## src/rtl/xor_cipher_pkg.sv

```systemverilog
// Shared types and sizing helpers for the XOR-cipher serial receive path.
package xor_cipher_pkg;

   typedef enum logic [1:0] {IDLE, RECV, DONE} rx_state_t;

   localparam int unsigned DEFAULT_KEY_SIZE = 32;
   localparam int unsigned DEFAULT_MSG_SIZE = 512;

   // Counter must hold MSG_SIZE itself, hence one bit beyond the index width.
   function automatic int unsigned cnt_width(input int unsigned msg_size);
      return $clog2(msg_size) + 1;
   endfunction

endpackage

```

## src/rtl/key_rotator.sv

```systemverilog
// Key shadow register with a wrapping bit index; supplies the key bit for the current message bit.
module key_rotator #(
   parameter int unsigned KEY_SIZE = 32
) (
   input  logic                clk_i,
   input  logic                rst_i,
   input  logic                load_i,
   input  logic                advance_i,
   input  logic [KEY_SIZE-1:0] key_i,
   output logic                key_bit_o
);

   localparam int unsigned IdxW = (KEY_SIZE > 1) ? $clog2(KEY_SIZE) : 1;
   localparam logic [IdxW-1:0] IdxLast = IdxW'(KEY_SIZE - 1);

   logic [KEY_SIZE-1:0] shadow_q, shadow_d;
   logic [IdxW-1:0]     idx_q, idx_d;

   always_comb begin
      shadow_d = shadow_q;
      idx_d    = idx_q;
      if (load_i) begin
         // The load cycle consumes key bit 0, so the next bit uses index 1.
         shadow_d = key_i;
         idx_d    = (KEY_SIZE > 1) ? IdxW'(1) : '0;
      end else if (advance_i) begin
         idx_d = (idx_q == IdxLast) ? '0 : idx_q + IdxW'(1);
      end
   end

   always_ff @(posedge clk_i) begin
      if (rst_i) begin
         shadow_q <= '0;
         idx_q    <= '0;
      end else begin
         shadow_q <= shadow_d;
         idx_q    <= idx_d;
      end
   end

   assign key_bit_o = load_i ? key_i[0] : shadow_q[idx_q];

endmodule

```

## src/rtl/serial_decrypt_receiver.sv

```systemverilog
// Deserializes a framed ciphertext stream and XOR-decrypts it with a repeating key.
// Optional running ciphertext parity enabled by defining RX_CIPHER_PARITY_EN.
module serial_decrypt_receiver
   import xor_cipher_pkg::*;
#(
   parameter int unsigned KEY_SIZE = DEFAULT_KEY_SIZE,
   parameter int unsigned MSG_SIZE = DEFAULT_MSG_SIZE
) (
   input  logic                             iClk,
   input  logic                             iRst,
   input  logic                             iEn,
   input  logic [KEY_SIZE-1:0]              iKey,
   input  logic                             iKey_valid,
   input  logic                             iSerial_in,
   input  logic                             iSerial_start,
   input  logic                             iSerial_end,
   output logic [MSG_SIZE-1:0]              oPlaintext,
   output logic [cnt_width(MSG_SIZE)-1:0]   oBit_counter,
   output logic                             oBusy,
   output logic                             oDone,
   output logic                             oOverflow,
   output logic                             oFrame_error,
   output logic                             oCipher_parity
);

   localparam int unsigned CW = cnt_width(MSG_SIZE);
   localparam int unsigned IW = (MSG_SIZE > 1) ? $clog2(MSG_SIZE) : 1;
   localparam logic [CW-1:0] CntMax = CW'(MSG_SIZE);

   rx_state_t           state_q, state_d;
   logic [MSG_SIZE-1:0] pt_q, pt_d;
   logic [CW-1:0]       cnt_q, cnt_d;
   logic                ovf_q, ovf_d;
   logic                ferr_q, ferr_d;
   logic                load, adv, key_bit;

   key_rotator #(
      .KEY_SIZE(KEY_SIZE)
   ) u_key_rotator (
      .clk_i    (iClk),
      .rst_i    (iRst),
      .load_i   (load),
      .advance_i(adv),
      .key_i    (iKey),
      .key_bit_o(key_bit)
   );

   always_comb begin
      state_d = state_q;
      pt_d    = pt_q;
      cnt_d   = cnt_q;
      ovf_d   = ovf_q;
      ferr_d  = ferr_q;
      load    = 1'b0;
      adv     = 1'b0;
      if (iEn) begin
         if (iSerial_start) begin
            if (iKey_valid) begin
               load    = 1'b1;
               pt_d    = '0;
               pt_d[0] = iSerial_in ^ key_bit;
               cnt_d   = CW'(1);
               ovf_d   = 1'b0;
               // A start landing mid-frame is a protocol error that sticks to the new frame.
               ferr_d  = (state_q == RECV);
               state_d = iSerial_end ? DONE : RECV;
            end else begin
               ferr_d = 1'b1;
               if (state_q == RECV) state_d = IDLE;
            end
         end else if (state_q == RECV) begin
            if (cnt_q < CntMax) begin
               pt_d[cnt_q[IW-1:0]] = iSerial_in ^ key_bit;
               cnt_d               = cnt_q + CW'(1);
               adv                 = 1'b1;
            end else begin
               ovf_d = 1'b1;
            end
            if (iSerial_end) state_d = DONE;
         end
      end
   end

   always_ff @(posedge iClk) begin
      if (iRst) begin
         state_q <= IDLE;
         pt_q    <= '0;
         cnt_q   <= '0;
         ovf_q   <= 1'b0;
         ferr_q  <= 1'b0;
      end else begin
         state_q <= state_d;
         pt_q    <= pt_d;
         cnt_q   <= cnt_d;
         ovf_q   <= ovf_d;
         ferr_q  <= ferr_d;
      end
   end

`ifdef RX_CIPHER_PARITY_EN
   logic par_q;

   always_ff @(posedge iClk) begin
      if (iRst) begin
         par_q <= 1'b0;
      end else if (load) begin
         par_q <= iSerial_in;
      end else if (adv) begin
         par_q <= par_q ^ iSerial_in;
      end
   end

   assign oCipher_parity = par_q;
`else
   assign oCipher_parity = 1'b0;
`endif

   assign oPlaintext   = pt_q;
   assign oBit_counter = cnt_q;
   assign oBusy        = (state_q == RECV);
   assign oDone        = (state_q == DONE);
   assign oOverflow    = ovf_q;
   assign oFrame_error = ferr_q;

endmodule

```

## config.mk

```make
export PLATFORM = sky130hd
export DESIGN_NAME = serial_decrypt_receiver
export DESIGN_NICKNAME = d
export VERILOG_FILES = /design/src/rtl/xor_cipher_pkg.sv /design/src/rtl/key_rotator.sv /design/src/rtl/serial_decrypt_receiver.sv
export SDC_FILE = /design/constraint.sdc
export NUM_CORES = 1
export LEC_CHECK = 0
export BUFFER_PORTS_ARGS = -buffer_cell sky130_fd_sc_hd__buf_2
export CELL_PAD_IN_SITES_DETAIL_PLACEMENT = 1
export CELL_PAD_IN_SITES_GLOBAL_PLACEMENT = 1
export CORE_UTILIZATION = 41
export DETAILED_ROUTE_END_ITERATION = 6
export PLACE_DENSITY_LB_ADDON = 0.3
export SLEW_MARGIN = 5
export SYNTH_ARGS = -nofsm -noshare
export SYNTH_HDL_FRONTEND = slang
export SYNTH_SLANG_ARGS = --single-unit
```

## constraint.sdc

```tcl
create_clock -name iClk -period 5.8 [get_ports iClk]
set_input_delay 0.29 -clock iClk [delete_from_list [all_inputs] [get_ports iClk]]
set_output_delay 0.29 -clock iClk [all_outputs]
set_load 0.01 [all_outputs]
```

==> impl_results.md, run 1 <==
- DR iter-0 viols: 1216
- Yosys cell types: 49
- Drt drc: 0
- Design area: 26400 sq um
- Worst EP arrival: 4.18 ns
- Vias in the first global route: 21500
- Synth warn: 0
- Worst hold path depth: 2
- Crit path depth: 7
- Period minus WS final: 3.71 ns
- CTS tree: yes
- Critical Path RT: 6.27 ns
- R2R depth: 7
- Post-CTS Setup Bufs: 0
- Startpoint types: flip-flop
- Final nets: 3092
- Post-synth top area cell: dfxtp_1
- Max H-tree Level: 2
- Post-Synth Adder-Cell Area: 0.00353
- Ant diodes: 0
- Worst skew pair latency: 0.64 ns
- CP Buf/Inv Count: 1
- Max Freq: 270 MHz
- Design Power: 0.00787 W
- Worst Hold Class: input pin to flip-flop
- Maximum vdd ir drop: 0.226 mV
- Delay-heaviest family, CP: multiplexers
- Root Driver: clkbuf_16
- Synth Instances: 2590
- Fillcell total: 6379
- Fin crit share: 0.639
- Total I/O pin count: 566
- Yosys top cell area share: 0.530
- Async S/R FF share, synth: 0
- WS Path Type: flip-flop to flip-flop
- Number of flops mapped to enable cells by yosys: 0
- Antenna violations before repair: 0
- CP cell instances: mux4_2, mux2i_1, a22oi_1, o2111ai_1, mux2i_4, buf_4, o21ai_0
- XOR/XNOR share of the synthesized area: 0.00288
- Chip height: 230 microns
- Hpwl dp: 54.4 mm
- Post-synthesis compound-gate area fraction: 0.158
- Clk sinks: 563
- CP peak stage delay: 0.87 ns
- Synth Register Bits: 563
- Area of the core: 51300 sq um
- Largest cells by area after synthesis: dfxtp_1 53%, nand3_1 11%, o21ai_0 10%, nand2_1 10%, clkbuf_1 2.9%
- GRT Resource Usage Total: 0.314
- Worst slew pin tran: 1.33 ns
- Multi-input gate area: 8890 sq um
- Mux cell area share after synthesis: 0.0115
- Critical Path Start: u_key_rotator.idx_q[1]
- Area after DPL: 24200 sq um
- Drt wl/cell: 22.9 microns
- Layout cells sized above 1: 0.234
- Slowest stage cell, crit path: dfxtp_1
- Final setup violation count: 0
- Clock Path Buffers: 3
- ANT nets after route: 0
- Setup TNS: 0 ns
- Setup crit end: oPlaintext[66]
- Clock Skews: 0.0287 ns
- CP Capture Type: flip-flop
- Main combinational cell family by area after synthesis: simple AND/OR/NAND/NOR gates
- P&R area growth vs syn: 23.9%
- Pwr dens: 298 nW/um^2
- CTS buffer count: 59
- Vias: 21300
- Detailed Route WL: 86.3 mm
- RSZ-0062 raised after global routing: false
- TritonRoute pass-1 iters: 5
- Normalized max-slew margin: 0.111
- Simple-Gate Fraction of Synth Area: 0.238
- Commonest non-fill, non-tap cell in the layout: nand2_1
- Port Buffers: 564
- Status: finished clean
- First-pass GRT wire length: 129 mm
- Grt total ovfl: 0
- Largest net degree at the start of global routing: 174
- FF-to-FF End: oPlaintext[66]
- Clock transition at path regs: 0.06 ns
- Lkg Pwr: 10.3 nW
- Seq/Total Area, Yosys: 0.530
- Final hold slack: 0.0645 ns
- Top_reg_cell synth: dfxtp_1
- Number of vias per cell: 5.65
- Crit Path Max Fanout: 57
- Final hold viol count: 0
- RePlAce Congestion: 0.829
- Core Rows: 83
- Net count after synthesis: 2635
- Mapped Area: 21300 sq um
- Max-slew violation count: 0
- Syn_area_per_cell: 8.22 sq um
- Die area: 52800 sq um
- Die width: 230 microns
- MaxCap Viol Count: 0
- Most frequent cells in the layout: 566 x nand2_1, 564 x buf_2, 563 x dfxtp_1
- Initial core utilization: 0.415
- Reg2reg start: u_key_rotator.idx_q[1]
- Storage element area: 11300 sq um
- R2R setup slack: 2.09 ns
## what timing repair did
action	4_1_cts	5_1_grt
resized for setup	0	0
hold buffers	33	0
hold endpoints to repair	33	0
## report_power, final
group          switching [W]  total, W  internal (W)
Sequential        0.00000850   0.00388       0.00388
Clock                0.00162   0.00372       0.00210
Combinational       0.000200  0.000262     0.0000623
Total                0.00183   0.00787       0.00604
## cell families (layout without fill, tap and decap cells)
family                     Yosys count  after routing
and+or+nand+nor                   1147           1147
AOI/OAI and AO/OA                  614            614
DFF                                563            563
buffers and inverters              235            740
muxes                               17             17
xor gates and xnor gates             7              7
adders and majority gates            6              6
other                                1              1
## layout make-up
class | count | area share
sequential | 563 | 0.427
multi-input combinational | 1792 | 0.337
timing repair buffer | 627 | 0.131
clock buffer | 91 | 0.0674
tap | 680 | 0.0323
clock inverter | 18 | 0.00399
inverter | 4 | 0.000569
## per-stage QoR
step,util,cells,setup slack [ns]
finish,0.514,3775,2.09
detailed placement,0.471,3633,2.11
global route,0.514,3775,1.83
global placement,0.471,3633,2.24
floorplan,-,2590,3.52
CTS,0.514,3775,2.07
## worst reg2reg max path, delay by kind of cell, from the launching register on
kind                   cells  cell delay (ns)
DFF                        1             0.87
AOI/OAI and AO/OA          3             0.60
muxes                      3             1.52
buffers and inverters      1             0.56
## Yosys cell counts (9+ instances only)
cell type,instances
and2_1,13
o41ai_1,41
dfxtp_1,563
o21ai_0,444
clkbuf_2,17
buf_6,29
o21ai_1,31
a21oi_1,43
mux2i_1,11
buf_2,9
nand3_1,479
clkbuf_1,166
nand2_1,566
o211ai_1,43
nor2_1,48
## layer usage
| layer | share of wire | GRT usage |
|---|---|---|
| met2 | 0.48 | 0.529 |
| met3 | 0.069 | 0.0801 |
| met1 | 0.40 | 0.370 |
| met5 | 0 | 0 |
| met4 | 0.051 | 0.152 |
## worst min path at each step
stage	end	startpoint	slack [ns]
floorplan	u_key_rotator.shadow_q[0]	iKey[0]	0.43
global placement	u_key_rotator.shadow_q[30]	u_key_rotator.shadow_q[30]	0.44
detailed placement	oPlaintext[193]	oPlaintext[193]	0.45
CTS	state_q[0]	iRst	0.04
global route	state_q[0]	iRst	0.06
finish	state_q[0]	iRst	0.06
## registers in the layout, summed over array words and instances (netlist names)
| register | flops |
|---|---|
| oBit_counter | 10 |
| u_key_rotator.shadow_q | 32 |
| state_q | 2 |
| oFrame_error | 1 |
| oPlaintext | 512 |
| oOverflow | 1 |
| u_key_rotator.idx_q | 5 |
Note: power is estimated with default switching activity, not from simulation.
==> inputs of run 2 (changes only) <==
--- a/config.mk
+++ b/config.mk
@@ -8,7 +8,7 @@
 export BUFFER_PORTS_ARGS = -buffer_cell sky130_fd_sc_hd__buf_2
 export CELL_PAD_IN_SITES_DETAIL_PLACEMENT = 1
 export CELL_PAD_IN_SITES_GLOBAL_PLACEMENT = 1
-export CORE_UTILIZATION = 41
+export CORE_UTILIZATION = 38
 export DETAILED_ROUTE_END_ITERATION = 6
 export PLACE_DENSITY_LB_ADDON = 0.3
 export SLEW_MARGIN = 5
==> constraint.sdc (replaced) <==
create_clock -name iClk -period 3.8 [get_ports iClk]
set_input_delay 0.19 -clock iClk [delete_from_list [all_inputs] [get_ports iClk]]
set_output_delay 0.19 -clock iClk [all_outputs]
set_load 0.01 [all_outputs]
==> impl_results.md, run 2 (synthesis results as in run 1) <==
- Status: finished clean
- GRT Resource Usage Total: 0.293
- Detailed Route WL: 86.8 mm
- Number of vias per cell: 5.45
- CTS buffer count: 58
- Clock Skews: 0.0167 ns
- Period minus WS final: 3.38 ns
- Worst slew pin tran: 1.13 ns
- Maximum vdd ir drop: 0.285 mV
- CTS Hold Bufs: 35
- Normalized max-slew margin: 0.249
- Layout cells sized above 1: 0.238
- Antenna violations before repair: 0
- CP peak stage delay: 0.86 ns
- Max reg flops: 512
- Root Driver: clkbuf_16
- Final hold viol count: 0
- R2R setup slack: 0.42 ns
- Multi-input gate area: 8880 sq um
- Final nets: 3131
- Worst skew pair latency: 0.62 ns
- Most frequent cells in the layout: 566 x nand2_1, 564 x buf_2, 563 x dfxtp_1
- WS Path Type: flip-flop to flip-flop
- Reg2reg start: u_key_rotator.idx_q[1]
- Slowest stage cell, crit path: dfxtp_1
- FF-to-FF End: oPlaintext[305]
- RSZ-0062 raised after global routing: false
- Storage element area: 11300 sq um
- CTS tree: yes
- Chip height: 239 microns
- Crit Path Max Fanout: 114
- Vias in the first global route: 21300
- ANT nets after route: 0
- Critical Path Start: u_key_rotator.idx_q[1]
- Setup crit end: oPlaintext[305]
- Most frequent CP cell: buf_12
- Ant diodes: 0
- Drt drc: 0
- Fin crit share: 0.889
- Worst EP arrival: 3.85 ns
- DR iter-0 viols: 1268
- Vias: 21100
- Post-place setup slack: 0.458 ns
- Post_cts resized: 0
- Port Buffers: 564
- Largest net degree at the start of global routing: 140
- Pwr dens: 444 nW/um^2
- MaxCap Viol Count: 0
- Final worst setup slack: 0.420 ns
- Drt wl/cell: 22.4 microns
- Initial core utilization: 0.386
- Post-CTS Setup Bufs: 0
- First-pass GRT wire length: 129 mm
- Clock Path Buffers: 3
- Max H-tree Level: 2
- TritonRoute pass-1 iters: 5
- Clock transition at path regs: 0.06 ns
- Area of the core: 55200 sq um
- Max-slew violation count: 0
- CP cell instances: mux4_2, mux2i_1, a22oi_1, o2111ai_1, mux2i_4, buf_12, buf_12, o21ai_0
- Die area: 57000 sq um
- Setup TNS: 0 ns
- Final setup violation count: 0
- RePlAce Congestion: 0.831
- Max Freq: 296 MHz
- Startpoint types: flip-flop
- Clk sinks: 563
- CP Capture Type: flip-flop
- Core Rows: 86
- Total I/O pin count: 566
- Fillcell total: 6746
- Die width: 239 microns
- Lkg Pwr: 10.5 nW
- Critical Path RT: 4.27 ns
- Commonest non-fill, non-tap cell in the layout: nand2_1
- R2R depth: 8
- P&R area growth vs syn: 25.5%
- Final hold slack: 0.0932 ns
- Grt total ovfl: 0
- Hpwl dp: 56.7 mm
- Worst Hold Class: input pin to flip-flop
==> run 2: cell types whose count changed in the layout (fill, tap and decap cells not counted), moves of 2 or more <==
cell / previous run / this run
buf_4: 23 / 57
clkinv_2: 14 / 8
inv_6: 3 / 1
nor2_1: 43 / 46
clkbuf_1: 14 / 23
nor2_2: 4 / 1
dlygate4sd3_1: 33 / 35
clkbuf_8: 18 / 11
buf_12: 7 / 11
==> run 2: how the worst min path moves through the flow <==
| stage | from | endpoint | slack [ns] | cells after the start |
|---|---|---|---|---|
| after detailed placement | iKey[12] | u_key_rotator.shadow_q[12] | 0.44 | 3 |
| after CTS | iSerial_start | oFrame_error | 0.04 | 3 |
| final | iSerial_start | oFrame_error | 0.09 | 3 |
| after global placement | iKey[31] | u_key_rotator.shadow_q[31] | 0.44 | 3 |
| after floorplan | iKey[16] | u_key_rotator.shadow_q[16] | 0.33 | 2 |
| after global routing | iSerial_start | oBit_counter[1] | 0.08 | 3 |
==> run 2: where the power goes <==
part | total [W] | internal, W | switching, W
sequential | 0.00593 | 0.00592 | 0.0000117
combinational | 0.000413 | 0.000104 | 0.000309
clock | 0.00553 | 0.00313 | 0.00240
==> run 2: final cells by class <==
type                    count  share of cell area
inverters                   4            0.000562
clock inverters            10             0.00295
repair buffers            667               0.143
well taps                 748              0.0350
clock buffers              93              0.0642
multi-input cells        1792               0.332
flip-flops and latches    563               0.422
==> run 2: stage by stage <==
step	power (W)	utilization	std cells	cell area [sq um]
2_1_floorplan	0.00633	-	2590	21300
3_3_place_gp	0.00643	0.445	3739	24600
3_5_place_dp	0.00644	0.445	3739	24600
4_1_cts	0.0119	0.484	3877	26700
5_1_grt	0.0122	0.484	3877	26700
6_report	0.0119	0.484	3877	26700
==> run 2: routing by layer <==
metal | share of wire | GRT usage
met1 | 0.40 | 0.351
met2 | 0.49 | 0.506
met3 | 0.069 | 0.0709
met4 | 0.038 | 0.107
met5 | 0 | 0
==> run 2: worst max-delay path, delay by kind of cell, from the launching register on <==
kind | cells | cell delay, ns
buffers and inverters | 2 | 0.60
AOI/OAI and AO/OA | 3 | 0.54
muxes | 3 | 1.16
DFF | 1 | 0.86
